==> config.mk <==
export PLATFORM = sky130hd
export DESIGN_NAME = cache_block_fill_ctrl_flat
export DESIGN_NICKNAME = d
export VERILOG_FILES = /design/src/rtl/cache_fill_if.sv /design/src/rtl/cache_block_fill_ctrl.sv /design/src/flat_wrapper.sv
export SDC_FILE = /design/constraint.sdc
export NUM_CORES = 1
export LEC_CHECK = 0
export BUFFER_PORTS_ARGS = -buffer_cell sky130_fd_sc_hd__clkbuf_2
export CORE_MARGIN = 3
export CORE_UTILIZATION = 45
export DETAILED_ROUTE_END_ITERATION = 7
export GPL_TIMING_DRIVEN = 0
export PLACE_DENSITY = 0.84
export REMOVE_ABC_BUFFERS = 1
export SKIP_LAST_GASP = 1
export SLEW_MARGIN = 30
export SYNTH_ARGS = -nofsm -noshare
export SYNTH_HDL_FRONTEND = slang
export SYNTH_SLANG_ARGS = --single-unit
export TNS_END_PERCENT = 1
==> constraint.sdc <==
create_clock -name clk -period 1.9 [get_ports clk]
set_input_delay 0.095 -clock clk [delete_from_list [all_inputs] [get_ports clk]]
set_output_delay 0.095 -clock clk [all_outputs]
set_load 0.1 [all_outputs]
==> src/rtl/cache_fill_if.sv <==
// Handshake bundle between the fill controller, the cache arrays and memory.
// master: cache/memory side; slave: the fill controller.
interface cache_fill_if #(
    parameter int ADDR_W          = 16,
    parameter int WORDS_PER_BLOCK = 8
);
    logic                       miss_detected;
    logic [ADDR_W-1:0]          miss_address;
    logic                       memory_data_valid;
    logic                       mem_req;
    logic [ADDR_W-1:0]          memory_address;
    logic [ADDR_W-1:0]          cache_address;
    logic                       write_data_array;
    logic [WORDS_PER_BLOCK-1:0] wrd_en;
    logic                       write_tag_array;
    logic                       fsm_busy;
    logic                       stall;
    logic                       crit_word_valid;

    modport master (
        output miss_detected, miss_address, memory_data_valid,
        input  mem_req, memory_address, cache_address,
        input  write_data_array, wrd_en, write_tag_array,
        input  fsm_busy, stall, crit_word_valid
    );

    modport slave (
        input  miss_detected, miss_address, memory_data_valid,
        output mem_req, memory_address, cache_address,
        output write_data_array, wrd_en, write_tag_array,
        output fsm_busy, stall, crit_word_valid
    );
endinterface

==> src/rtl/cache_block_fill_ctrl.sv <==
// Parametrised cache-miss block fill controller (IDLE -> FILL -> TAG).
// Define CACHE_CRIT_WORD_FIRST_EN for critical-word-first wrapping fill.
module cache_block_fill_ctrl #(
    parameter int ADDR_W          = 16,
    parameter int WORD_BYTES      = 2,
    parameter int WORDS_PER_BLOCK = 8
) (
    input logic         clk,
    input logic         rst,
    cache_fill_if.slave bus
);
    localparam int WI_W  = $clog2(WORDS_PER_BLOCK);
    localparam int BO_W  = $clog2(WORD_BYTES);
    localparam int OFF_W = WI_W + BO_W;
    localparam int BLK_W = ADDR_W - OFF_W;

    localparam logic [1:0] S_IDLE = 2'd0;
    localparam logic [1:0] S_FILL = 2'd1;
    localparam logic [1:0] S_TAG  = 2'd2;

    logic [1:0]       state_q, state_d;
    logic [BLK_W-1:0] blk_q, blk_d;
    logic [WI_W-1:0]  start_q, start_d;
    logic [WI_W:0]    iss_cnt_q, iss_cnt_d;
    logic [WI_W-1:0]  ret_cnt_q, ret_cnt_d;
    logic [WI_W-1:0]  iss_idx;
    logic [WI_W-1:0]  ret_idx;
    logic             unused_addr;

    // Index arithmetic wraps naturally at WI_W bits
    assign iss_idx     = start_q + iss_cnt_q[WI_W-1:0];
    assign ret_idx     = start_q + ret_cnt_q;
    assign unused_addr = ^bus.miss_address;

    assign bus.fsm_busy = (state_q != S_IDLE);
    assign bus.stall    = bus.fsm_busy |
                          ((state_q == S_IDLE) & bus.miss_detected);

    always_comb begin
        state_d   = state_q;
        blk_d     = blk_q;
        start_d   = start_q;
        iss_cnt_d = iss_cnt_q;
        ret_cnt_d = ret_cnt_q;
        bus.mem_req          = 1'b0;
        bus.memory_address   = '0;
        bus.cache_address    = '0;
        bus.write_data_array = 1'b0;
        bus.wrd_en           = '0;
        bus.write_tag_array  = 1'b0;
        bus.crit_word_valid  = 1'b0;
        case (state_q)
            S_IDLE: begin
                if (bus.miss_detected) begin
                    blk_d = bus.miss_address[ADDR_W-1:OFF_W];
`ifdef CACHE_CRIT_WORD_FIRST_EN
                    start_d = bus.miss_address[OFF_W-1:BO_W];
`else
                    start_d = '0;
`endif
                    iss_cnt_d = '0;
                    ret_cnt_d = '0;
                    state_d   = S_FILL;
                end
            end
            S_FILL: begin
                // MSB of the issue count marks all requests sent
                if (!iss_cnt_q[WI_W]) begin
                    bus.mem_req        = 1'b1;
                    bus.memory_address =
                        ADDR_W'({blk_q, iss_idx}) << BO_W;
                    iss_cnt_d = iss_cnt_q + 1'b1;
                end
                if (bus.memory_data_valid) begin
                    bus.write_data_array = 1'b1;
                    bus.cache_address    =
                        ADDR_W'({blk_q, ret_idx}) << BO_W;
                    bus.wrd_en = WORDS_PER_BLOCK'(1) << ret_idx;
`ifdef CACHE_CRIT_WORD_FIRST_EN
                    bus.crit_word_valid = (ret_cnt_q == '0);
`endif
                    ret_cnt_d = ret_cnt_q + 1'b1;
                    if (ret_cnt_q == WI_W'(WORDS_PER_BLOCK - 1))
                        state_d = S_TAG;
                end
            end
            S_TAG: begin
                bus.write_tag_array = 1'b1;
                state_d             = S_IDLE;
            end
            default: state_d = S_IDLE;
        endcase
    end

    always_ff @(posedge clk or posedge rst) begin
        if (rst) begin
            state_q   <= S_IDLE;
            blk_q     <= '0;
            start_q   <= '0;
            iss_cnt_q <= '0;
            ret_cnt_q <= '0;
        end else begin
            state_q   <= state_d;
            blk_q     <= blk_d;
            start_q   <= start_d;
            iss_cnt_q <= iss_cnt_d;
            ret_cnt_q <= ret_cnt_d;
        end
    end
endmodule

==> src/flat_wrapper.sv <==
// flat-port wrapper written by rule: the top's interface ports become plain ports
module cache_block_fill_ctrl_flat 
#(
    parameter int ADDR_W          = 16,
    parameter int WORD_BYTES      = 2,
    parameter int WORDS_PER_BLOCK = 8
)
  (clk, rst, bus_miss_detected, bus_miss_address, bus_memory_data_valid, bus_mem_req, bus_memory_address, bus_cache_address, bus_write_data_array, bus_wrd_en, bus_write_tag_array, bus_fsm_busy, bus_stall, bus_crit_word_valid);
  cache_fill_if #(.ADDR_W(ADDR_W), .WORDS_PER_BLOCK(WORDS_PER_BLOCK)) bus_i ();
  input logic clk;
  input logic rst;
  input wire logic [$bits(bus_i.miss_detected)-1:0] bus_miss_detected;
  input wire logic [$bits(bus_i.miss_address)-1:0] bus_miss_address;
  input wire logic [$bits(bus_i.memory_data_valid)-1:0] bus_memory_data_valid;
  output wire logic [$bits(bus_i.mem_req)-1:0] bus_mem_req;
  output wire logic [$bits(bus_i.memory_address)-1:0] bus_memory_address;
  output wire logic [$bits(bus_i.cache_address)-1:0] bus_cache_address;
  output wire logic [$bits(bus_i.write_data_array)-1:0] bus_write_data_array;
  output wire logic [$bits(bus_i.wrd_en)-1:0] bus_wrd_en;
  output wire logic [$bits(bus_i.write_tag_array)-1:0] bus_write_tag_array;
  output wire logic [$bits(bus_i.fsm_busy)-1:0] bus_fsm_busy;
  output wire logic [$bits(bus_i.stall)-1:0] bus_stall;
  output wire logic [$bits(bus_i.crit_word_valid)-1:0] bus_crit_word_valid;
  assign bus_i.miss_detected = bus_miss_detected;
  assign bus_i.miss_address = bus_miss_address;
  assign bus_i.memory_data_valid = bus_memory_data_valid;
  assign bus_mem_req = bus_i.mem_req;
  assign bus_memory_address = bus_i.memory_address;
  assign bus_cache_address = bus_i.cache_address;
  assign bus_write_data_array = bus_i.write_data_array;
  assign bus_wrd_en = bus_i.wrd_en;
  assign bus_write_tag_array = bus_i.write_tag_array;
  assign bus_fsm_busy = bus_i.fsm_busy;
  assign bus_stall = bus_i.stall;
  assign bus_crit_word_valid = bus_i.crit_word_valid;
  cache_block_fill_ctrl #(.ADDR_W(ADDR_W), .WORD_BYTES(WORD_BYTES), .WORDS_PER_BLOCK(WORDS_PER_BLOCK)) u_core (.clk(clk), .rst(rst), .bus(bus_i));
endmodule
==> results.md <==
* Slowest cell on the critical path: dfrtp_2
* Commonest non-fill, non-tap cell in the layout: and2_1
* Syn_area_per_cell at 10.7 um2
* Setup Crit Path Kind: reg2out
* Largest stage delay on the critical path at 500 ps
* Status: complete, no violations
* Fillers at 209
* Flop and latch count out of synthesis at 21
* First-pass GRT wire length at 4.74 mm
* Layout cell share with drive strength beyond 1 at 48.6%
* Initial antenna violation count at 0
* Worst Setup SP: u_core.state_q[0]
* Post-synth design cell area at 1270 um2
* I/O Buffers at 58
* Max-slew headroom at 47.6%
* Clk Latency, worst-skew pair at 300 ps
* DP Worst Slack at -9.20 ps
* First-pass DRT Iterations at 4
* Worst Path Arrival at 1770 ps
* Worst Slack Setup Final at 30.3 ps
* Post-route DRC violation count at 0
* Sequential Area at 528 um2
* Skew final at 3.85 ps
* Worst setup SP type: flip-flop
* Gr usage total at 17.5%
* I/O pin total at 66
* Drt total wl at 2.90 mm
* Slew Limit Fails at 0
* Nature of the critical path endpoint: output pin
* Die Wd at 59.2 um
* Root Driver: clkbuf_4
* Min cycle time layout at 1870 ps
* Worst-Margin Slew at 786 ps
* DIE AREA at 3510 um2
* Hold WC Path Type: in2reg
* Starting Density at 49.2%
* Worst path bufs/invs at 2
* Highest-count cells in the layout ignoring fill and taps: 30 x and2_1, 22 x clkbuf_2, 19 x dfrtp_1
* Max Clk Rate at 535 MHz
* Diodes inserted at 0
* CP required at 1800 ps
* DP HPWL at 2.10 mm
* P&R area growth vs syn at 32.5%
* CTS clk-pin slew, worst paths at 110 ps
* Final setup violation count at 0
* RSZ-0062 raised after global routing: true
* Max-Cap Viols at 0
* GRT Residual Overflow at 0
* CTS tree: yes
* Die height at 59.2 um
* Number of buffers created by CTS at 3
* Layout Utilization at 65.2%
* # nets final at 207
* Worst r2r src: u_core.state_q[0]
* Vias per cell at 5.00
* Final Hold Viols at 0
* Largest net degree at the start of global routing at 26
* Final Cycle Share at 98.4%
* Crit Path Max Fanout at 12
* Max clock buf depth at 2
* Synth warnings at 0
* WL/cell at 13.9 um
* Core area at 2590 um2
* CTS sink cnt at 21
* CP delay by family, top: buffers and inverters
* Area occupied by multi-input gates at 674 um2
* Post-synth cell types at 27
* Sequential-to-total area share from yosys stat at 41.2%
* Post-Layout Cell Count at 209
* Cells after synthesis at 119
* DP Cell Count at 201
* GP Congestion at 0.811
* Initial drt markers at 32
* Row cnt at 18
* HP Start: bus_miss_address[14]
* Vias at 1045
* Vias in the first global route at 1055
* H-tree levels at 1
* CP cell instances: nor3b_4, buf_4, and2_1, buf_2
* Detail Route Antenna Nets at 0
what timing repair did:
item,in CTS,in global routing
setup buffers,2,0
hold endpoints to repair,22,0
hold buffers,2,0
cloned,0,0
resized for setup,22,40
endpoints found under the setup margin,37,41
cell usage after synthesis (all sizes together):
master	number	share of area, %
a31oi	1	0.49
conb	1	0.29
nand3	1	0.79
o2bb2ai	1	0.69
or2	1	0.49
ha	7	6.9
and2	30	15
nand2b	1	0.49
a22o	4	2.7
dfrtp	21	41
a41oi	1	0.69
nor3b	2	2.9
buf	7	4.3
clkbuf	1	0.39
a21oi	1	0.39
mux2	15	14
and3	6	2.9
nor2	9	2.8
inv	6	1.8
nor2b	1	0.49
o21ai	1	0.39
or3	1	0.49
flip-flops by register name, indices dropped and copies added (netlist names):
register          flops
u_core.iss_cnt_q      4
u_core.state_q        2
u_core.ret_cnt_q      3
u_core.blk_q         12
cell families after synthesis:
logic type	synth area share, %
simple gates	26.2
flops	41.2
mux	13.5
buf+inv	6.48
compound gates	5.40
fa+ha+maj	6.87
other cells	0.294
stage by stage:
stage | TNS (ps) | area, um2 | hold WS [ps]
final | 0 | 1690 | 15.3
after global routing | -1130 | 1690 | 1.77
after CTS | -2340 | 1670 | 11.1
after detailed placement | -10.3 | 1550 | 268
after global placement | 0 | 1550 | 244
after floorplan | -16000 | 1220 | 71.5
worst reg2reg max path: stages, from the launching register on:
cell     delay [ps]
dfrtp_2         510
nor3b_4         650
nor2_1          190
mux2_2          310
cell type report:
cell class                      instances  share of cell area [%]
Sequential cell                        21                    31.3
Tap cell                               30                    2.22
Inverter                                6                    1.63
Timing Repair Buffer                   62                    23.4
Clock buffer                            4                    1.56
Multi-Input combinational cell         86                    39.9
layer usage:
layer  up-vias  global-route usage [%]  routed length (um)
li1        512                       -                   -
met1       496                    21.2                1220
met2        37                    31.8                1500
met3         0                    4.79                 171
met4         0                    1.94                   0
met5         -                       0                   0
path summary, 6_finish.rpt:
kind | cells after the start | endpoint | slack (ps)
worst max-delay path | 4 | bus_memory_address[7] | 30
worst min-delay path | 2 | u_core.blk_q[10] | 20
worst max register to register | 3 | u_core.ret_cnt_q[0] | 130
worst min register to register | 1 | u_core.blk_q[2] | 530
max in group asynchronous | 3 | u_core.state_q[0] | 910
min in group asynchronous | 3 | u_core.blk_q[11] | 450
Power is not shown: default switching activity piles up to over one toggle a cycle in this logic, so the estimate is an artifact.
